[src/rtl/inst_fetch_if.sv]
// Fetch-stage bus bundle: byte-memory read port, decoder length lookup,
// execute redirect and the instruction valid/ready handoff to decode.
interface inst_fetch_if;
  logic [15:0] mem_addr;
  logic        mem_rd;
  logic [7:0]  mem_rdata;
  logic [7:0]  peek_op;
  logic [1:0]  len_in;
  logic        redirect;
  logic [15:0] redirect_pc;
  logic        inst_valid;
  logic        inst_ready;
  logic [7:0]  inst_op;
  logic [7:0]  inst_lo;
  logic [7:0]  inst_hi;
  logic [1:0]  inst_len;
  logic [15:0] inst_pc;

  modport master (
    output mem_addr, mem_rd, peek_op, inst_valid,
           inst_op, inst_lo, inst_hi, inst_len, inst_pc,
    input  mem_rdata, len_in, redirect, redirect_pc, inst_ready
  );

  modport slave (
    input  mem_addr, mem_rd, peek_op, inst_valid,
           inst_op, inst_lo, inst_hi, inst_len, inst_pc,
    output mem_rdata, len_in, redirect, redirect_pc, inst_ready
  );
endinterface

[src/rtl/inst_fetch.sv]
// 6502 fetch stage: reads opcode plus 0-2 operand bytes at the fetch PC and
// hands the assembled instruction to decode; execute may redirect the PC.
module inst_fetch #(
  parameter logic [15:0] RESET_PC = 16'h0000
) (
  input  logic         clk,
  input  logic         rst,
  inst_fetch_if.master bus
);

  typedef enum logic [2:0] {FETCH, CAP_OP, CAP_LO, CAP_HI, HOLD} state_t;

  state_t      r_state;
  state_t      w_next;
  logic [15:0] r_pc;
  logic [15:0] r_inst_pc;
  logic [7:0]  r_op;
  logic [7:0]  r_lo;
  logic [7:0]  r_hi;
  logic [1:0]  r_len;
  logic [1:0]  w_len;
  logic        w_rd;

  // Length 0 from the lookup means a single-byte instruction.
  assign w_len        = (bus.len_in == 2'd0) ? 2'd1 : bus.len_in;
  assign bus.peek_op  = (r_state == CAP_OP) ? bus.mem_rdata : r_op;
  assign bus.mem_rd   = w_rd & ~rst;

  assign bus.inst_op  = r_op;
  assign bus.inst_lo  = r_lo;
  assign bus.inst_hi  = r_hi;
  assign bus.inst_len = r_len;
  assign bus.inst_pc  = r_inst_pc;

  always_ff @(posedge clk) begin
    if (rst) r_state <= FETCH;
    else     r_state <= w_next;
  end

  always_comb begin
    w_next = r_state;
    case (r_state)
      FETCH:   w_next = CAP_OP;
      CAP_OP:  w_next = (w_len == 2'd1) ? HOLD : CAP_LO;
      CAP_LO:  w_next = (r_len == 2'd3) ? CAP_HI : HOLD;
      CAP_HI:  w_next = HOLD;
      HOLD:    w_next = bus.inst_ready ? FETCH : HOLD;
      default: w_next = FETCH;
    endcase
    if (bus.redirect) w_next = FETCH;
  end

  always_comb begin
    w_rd           = 1'b0;
    bus.mem_addr   = r_pc;
    bus.inst_valid = (r_state == HOLD);
    case (r_state)
      FETCH: w_rd = 1'b1;
      CAP_OP: begin
        w_rd         = (w_len != 2'd1);
        bus.mem_addr = r_pc + 16'd1;
      end
      CAP_LO: begin
        w_rd         = (r_len == 2'd3);
        bus.mem_addr = r_pc + 16'd2;
      end
      default: w_rd = 1'b0;
    endcase
  end

  // A redirect wins over the PC advance even when the transfer completes.
  always_ff @(posedge clk) begin
    if (rst) begin
      r_pc      <= RESET_PC;
      r_inst_pc <= 16'h0000;
      r_op      <= 8'h00;
      r_lo      <= 8'h00;
      r_hi      <= 8'h00;
      r_len     <= 2'd0;
    end else begin
      case (r_state)
        CAP_OP: begin
          r_op      <= bus.mem_rdata;
          r_len     <= w_len;
          r_lo      <= 8'h00;
          r_hi      <= 8'h00;
          r_inst_pc <= r_pc;
        end
        CAP_LO:  r_lo <= bus.mem_rdata;
        CAP_HI:  r_hi <= bus.mem_rdata;
        default: ;
      endcase
      if (bus.redirect)
        r_pc <= bus.redirect_pc;
      else if (r_state == HOLD && bus.inst_ready)
        r_pc <= r_pc + {14'd0, r_len};
    end
  end

endmodule

[src/flat_wrapper.sv]
// flat-port wrapper written by rule: the top's interface ports become plain ports
module inst_fetch_flat 
#(
  parameter logic [15:0] RESET_PC = 16'h0000
)
  (clk, rst, bus_mem_addr, bus_mem_rd, bus_peek_op, bus_inst_valid, bus_inst_op, bus_inst_lo, bus_inst_hi, bus_inst_len, bus_inst_pc, bus_mem_rdata, bus_len_in, bus_redirect, bus_redirect_pc, bus_inst_ready);
  inst_fetch_if bus_i ();
  input  logic clk;
  input  logic rst;
  output wire logic [$bits(bus_i.mem_addr)-1:0] bus_mem_addr;
  output wire logic [$bits(bus_i.mem_rd)-1:0] bus_mem_rd;
  output wire logic [$bits(bus_i.peek_op)-1:0] bus_peek_op;
  output wire logic [$bits(bus_i.inst_valid)-1:0] bus_inst_valid;
  output wire logic [$bits(bus_i.inst_op)-1:0] bus_inst_op;
  output wire logic [$bits(bus_i.inst_lo)-1:0] bus_inst_lo;
  output wire logic [$bits(bus_i.inst_hi)-1:0] bus_inst_hi;
  output wire logic [$bits(bus_i.inst_len)-1:0] bus_inst_len;
  output wire logic [$bits(bus_i.inst_pc)-1:0] bus_inst_pc;
  input wire logic [$bits(bus_i.mem_rdata)-1:0] bus_mem_rdata;
  input wire logic [$bits(bus_i.len_in)-1:0] bus_len_in;
  input wire logic [$bits(bus_i.redirect)-1:0] bus_redirect;
  input wire logic [$bits(bus_i.redirect_pc)-1:0] bus_redirect_pc;
  input wire logic [$bits(bus_i.inst_ready)-1:0] bus_inst_ready;
  assign bus_mem_addr = bus_i.mem_addr;
  assign bus_mem_rd = bus_i.mem_rd;
  assign bus_peek_op = bus_i.peek_op;
  assign bus_inst_valid = bus_i.inst_valid;
  assign bus_inst_op = bus_i.inst_op;
  assign bus_inst_lo = bus_i.inst_lo;
  assign bus_inst_hi = bus_i.inst_hi;
  assign bus_inst_len = bus_i.inst_len;
  assign bus_inst_pc = bus_i.inst_pc;
  assign bus_i.mem_rdata = bus_mem_rdata;
  assign bus_i.len_in = bus_len_in;
  assign bus_i.redirect = bus_redirect;
  assign bus_i.redirect_pc = bus_redirect_pc;
  assign bus_i.inst_ready = bus_inst_ready;
  inst_fetch #(.RESET_PC(RESET_PC)) u_core (.clk(clk), .rst(rst), .bus(bus_i));
endmodule
[config.mk]
export PLATFORM = sky130hd
export DESIGN_NAME = inst_fetch_flat
export DESIGN_NICKNAME = d
export VERILOG_FILES = /design/src/rtl/inst_fetch_if.sv /design/src/rtl/inst_fetch.sv /design/src/flat_wrapper.sv
export SDC_FILE = /design/constraint.sdc
export NUM_CORES = 1
export LEC_CHECK = 0
export BUFFER_PORTS_ARGS = -buffer_cell sky130_fd_sc_hd__buf_2
export CAP_MARGIN = 15
export CORE_MARGIN = 2
export CORE_UTILIZATION = 54
export DETAILED_ROUTE_END_ITERATION = 12
export PLACE_DENSITY_LB_ADDON = 0.15
export SLEW_MARGIN = 20
export SYNTH_ARGS = -nofsm -noshare
export SYNTH_HDL_FRONTEND = slang
export SYNTH_SLANG_ARGS = --single-unit
[constraint.sdc]
create_clock -name clk -period 3.21 [get_ports clk]
set_input_delay 0.642 -clock clk [delete_from_list [all_inputs] [get_ports clk]]
set_output_delay 0.642 -clock clk [all_outputs]
set_load 0.005 [all_outputs]
==> metrics.md <==
| Metric | Value |
|---|---|
| Via Count | `2923` |
| Post-DP HPWL | `5.53 mm` |
| Synth area leaders | `dfxtp_1 41%, nand2_1 7.1%, xnor2_1 5.5%, a21oi_1 5.3%, nor2_1 3.8%` |
| Pin count of the biggest net entering global routing | `41` |
| Max Transition Viols Final | `0` |
| Slowest stage cell on the critical path | `or3b_2` |
| Post-synthesis mux area share | `3.71%` |
| Antenna Nets Post-Route | `0` |
| CP Data Arrival Time | `2.38 ns` |
| Area Overhead vs Synth | `24.6%` |
| Worst hold path type | `register to register` |
| Peak supply drop | `0.430 mV` |
| Drt wl/cell | `14.9 µm` |
| Part of the cycle the worst path needs | `94.2%` |
| Buffers and inverters on the worst path | `2` |
| Status | `finished, final reports clean` |
| Clock slew at reported path FFs | `0.07 ns` |
| CTS tree | `yes` |
| Crit. End Element | `output port` |
| Adder-cell share of the synthesized area | `2.75%` |
| Cell Count Post-Placement | `514` |
| Area leader, netlist | `dfxtp_1` |
| Post-synth top cells | `61 x dfxtp_1, 57 x nand2_1, 32 x a21oi_1` |
| Initial antenna violation count | `0` |
| Critical path depth in cells | `6` |
| Setup violators final | `0` |
| RSZ-0062 raised after global routing | `false` |
| Worst-Margin Slew | `0.764 ns` |
| Post-synth EDFFs | `0` |
| Via density | `5.52` |
| Syn_area_per_cell | `8.20 µm²` |
| CTS root buf | `clkbuf_8` |
| Clock H-tree levels | `3` |
| Worst path max stage delay | `0.52 ns` |
| WP data required | `2.57 ns` |
| Crit path time final | `3.02 ns` |
| Hold Vio Cnt, Final | `0` |
| Most used DFF post-synth | `dfxtp_1` |
| CTS resizes | `0` |
| R2r worst-path depth | `4` |
| DRT iter0 DRCs | `160` |
| Post-synthesis compound-gate area fraction | `14.5%` |
| Clock insertion delay at the later pin of the skew report | `0.35 ns` |
| Global-route wire length before repair | `13.1 mm` |
| Top delay family on crit path | `simple AND/OR/NAND/NOR gates` |
| Nets | `489` |
| Num CTS Buffers | `9` |
| GRT overflow | `0` |
| Critical Path Source Type | `register` |
| Post-synth cell types | `45` |
| Ys Warns | `0` |
| Main combinational cell family by area after synthesis | `simple AND/OR/NAND/NOR gates` |
| DRT Wirelength | `7.91 mm` |
| Hold path cells | `2` |
| Vias in the first global route | `2840` |
| Setup TNS | `0 ns` |
| Crit path cell chain | `buf_4, or3b_2, o22ai_1, nand4_1, xnor2_1, buf_2` |
| Total GRT Usage | `26.8%` |
| Mapped Nets | `402` |
| Leak | `1.57 nW` |
| Number of diodes | `0` |
| Row count | `27` |
| Post-synth ARST share | `0%` |
| Die Y | `78.5 µm` |
| Xor/xnor cell area share of the yosys netlist | `6.13%` |
| Sequential element share of the synthesized area | `40.7%` |
| Most common cell in the netlist | `dfxtp_1` |
| Post-Syn Area | `3000 µm²` |
| Setup Buffers After CTS | `0` |
| Share of the synthesized area in the top cell type | `40.7%` |
| CP Class | `register to output port` |
| DIE WIDTH | `78.5 µm` |
| F_max | `331 MHz` |
| Fraction of layout cells with a size suffix above 1 | `29.7%` |
| Initial core utilization | `55.2%` |
| Post-synthesis cell count | `366` |
| Gp weighted congestion | `0.850` |
| Clk_skew | `0.0127 ns` |
| Maximum capacitance violations | `0` |
| Final cell count without fillers | `530` |
| DRC viols | `0` |
| Die area | `6170 µm²` |
| Max_slew headroom | `49.1%` |
| Worst Path Max Fanout | `15` |
| Simple-gate share of the synthesized area | `26.5%` |
| Hold-fix buffers at CTS | `0` |
| Core area | `5440 µm²` |
| Clock Sinks | `61` |
| Pwr Density | `478 nW/µm²` |
| Port bufs | `97` |
| Ports | `98` |
| Synthesized flop and latch total | `61` |
| Drt first pass iters | `4` |
| Clk buf depth | `2` |
==> metrics by stage <==
step	hold slack [ns]	setup WS, ns	utilization, %	power [mW]	cell area, µm²
final	0.447	0.187	68.7	1.79	3740
after global routing	0.473	0.0258	68.7	1.85	3740
after CTS	0.450	0.204	68.7	1.79	3740
after detailed placement	0.443	0.576	64.8	1.05	3520
after global placement	0.435	0.670	64.8	1.04	3520
after floorplan	0.448	0.899	-	0.956	3000
==> sequential cells by signal, indices dropped and copies added (netlist names) <==
| name | cells |
|---|---|
| u_core.r_pc | 16 |
| u_core.bus.inst_pc | 16 |
| u_core.r_state | 3 |
| u_core.bus.inst_hi | 8 |
| u_core.bus.inst_lo | 8 |
| u_core.bus.inst_op | 8 |
| u_core.bus.inst_len | 2 |
==> path summary, 6_finish.rpt <==
check,start,end,slack (ns)
max,u_core.r_state[1],bus_mem_addr[12],0.19
min,u_core.bus.inst_hi[0],u_core.bus.inst_hi[0],0.45
max reg2reg,u_core.r_state[2],u_core.r_pc[15],0.94
min reg2reg,u_core.bus.inst_hi[0],u_core.bus.inst_hi[0],0.45
==> cell usage in the layout, fill, tap and decap left out, drive strengths merged, types with 7 or more instances in the layout <==
cell type,n
mux2,9
nand3,19
a211oi,7
clkbuf,10
xnor2,19
buf,108
inv,7
nor4,8
a22oi,9
nand2,57
a21oi,32
nor2b,10
nor2,30
dfxtp,61
==> worst min-delay path, cell delays in order (launching register included) <==
cell and delay (ns):
dfxtp_1 0.31, nand2_1 0.05, a21oi_1 0.05
==> power breakdown <==
group          internal, mW  switching (mW)  total [mW]
sequential            0.786          0.0331       0.819
clock                 0.437           0.317       0.755
combinational        0.0982           0.117       0.215
total                  1.32           0.467        1.79
==> routing by layer <==
layer  GRT usage, %  vias up  part of all wire, %
met2           45.0       88                   49
met4           12.5        0                  1.1
met3           6.55        9                  5.8
met1           32.2     1368                   44
li1               -     1458                    -
met5              0        -                    0
==> final cells by class <==
class                           count  area, µm²
Fill cell                         493       1700
Multi-Input combinational cell    265       1610
Clock inverter                      6       87.6
Inverter                            8       30.0
Timing Repair Buffer              108        568
Clock buffer                       10        128
Sequential cell                    61       1220
Tap cell                           72       90.1
==> cell families (layout without fill, tap and decap cells) <==
logic type | after synthesis | after routing
and+or+nand+nor | 159 | 159
AOI/OAI and AO/OA | 69 | 69
DFF | 61 | 61
buffers and inverters | 40 | 132
xor gates and xnor gates | 21 | 21
muxes | 10 | 10
adders and majority gates | 6 | 6
Power figures use the tool's default switching activity.
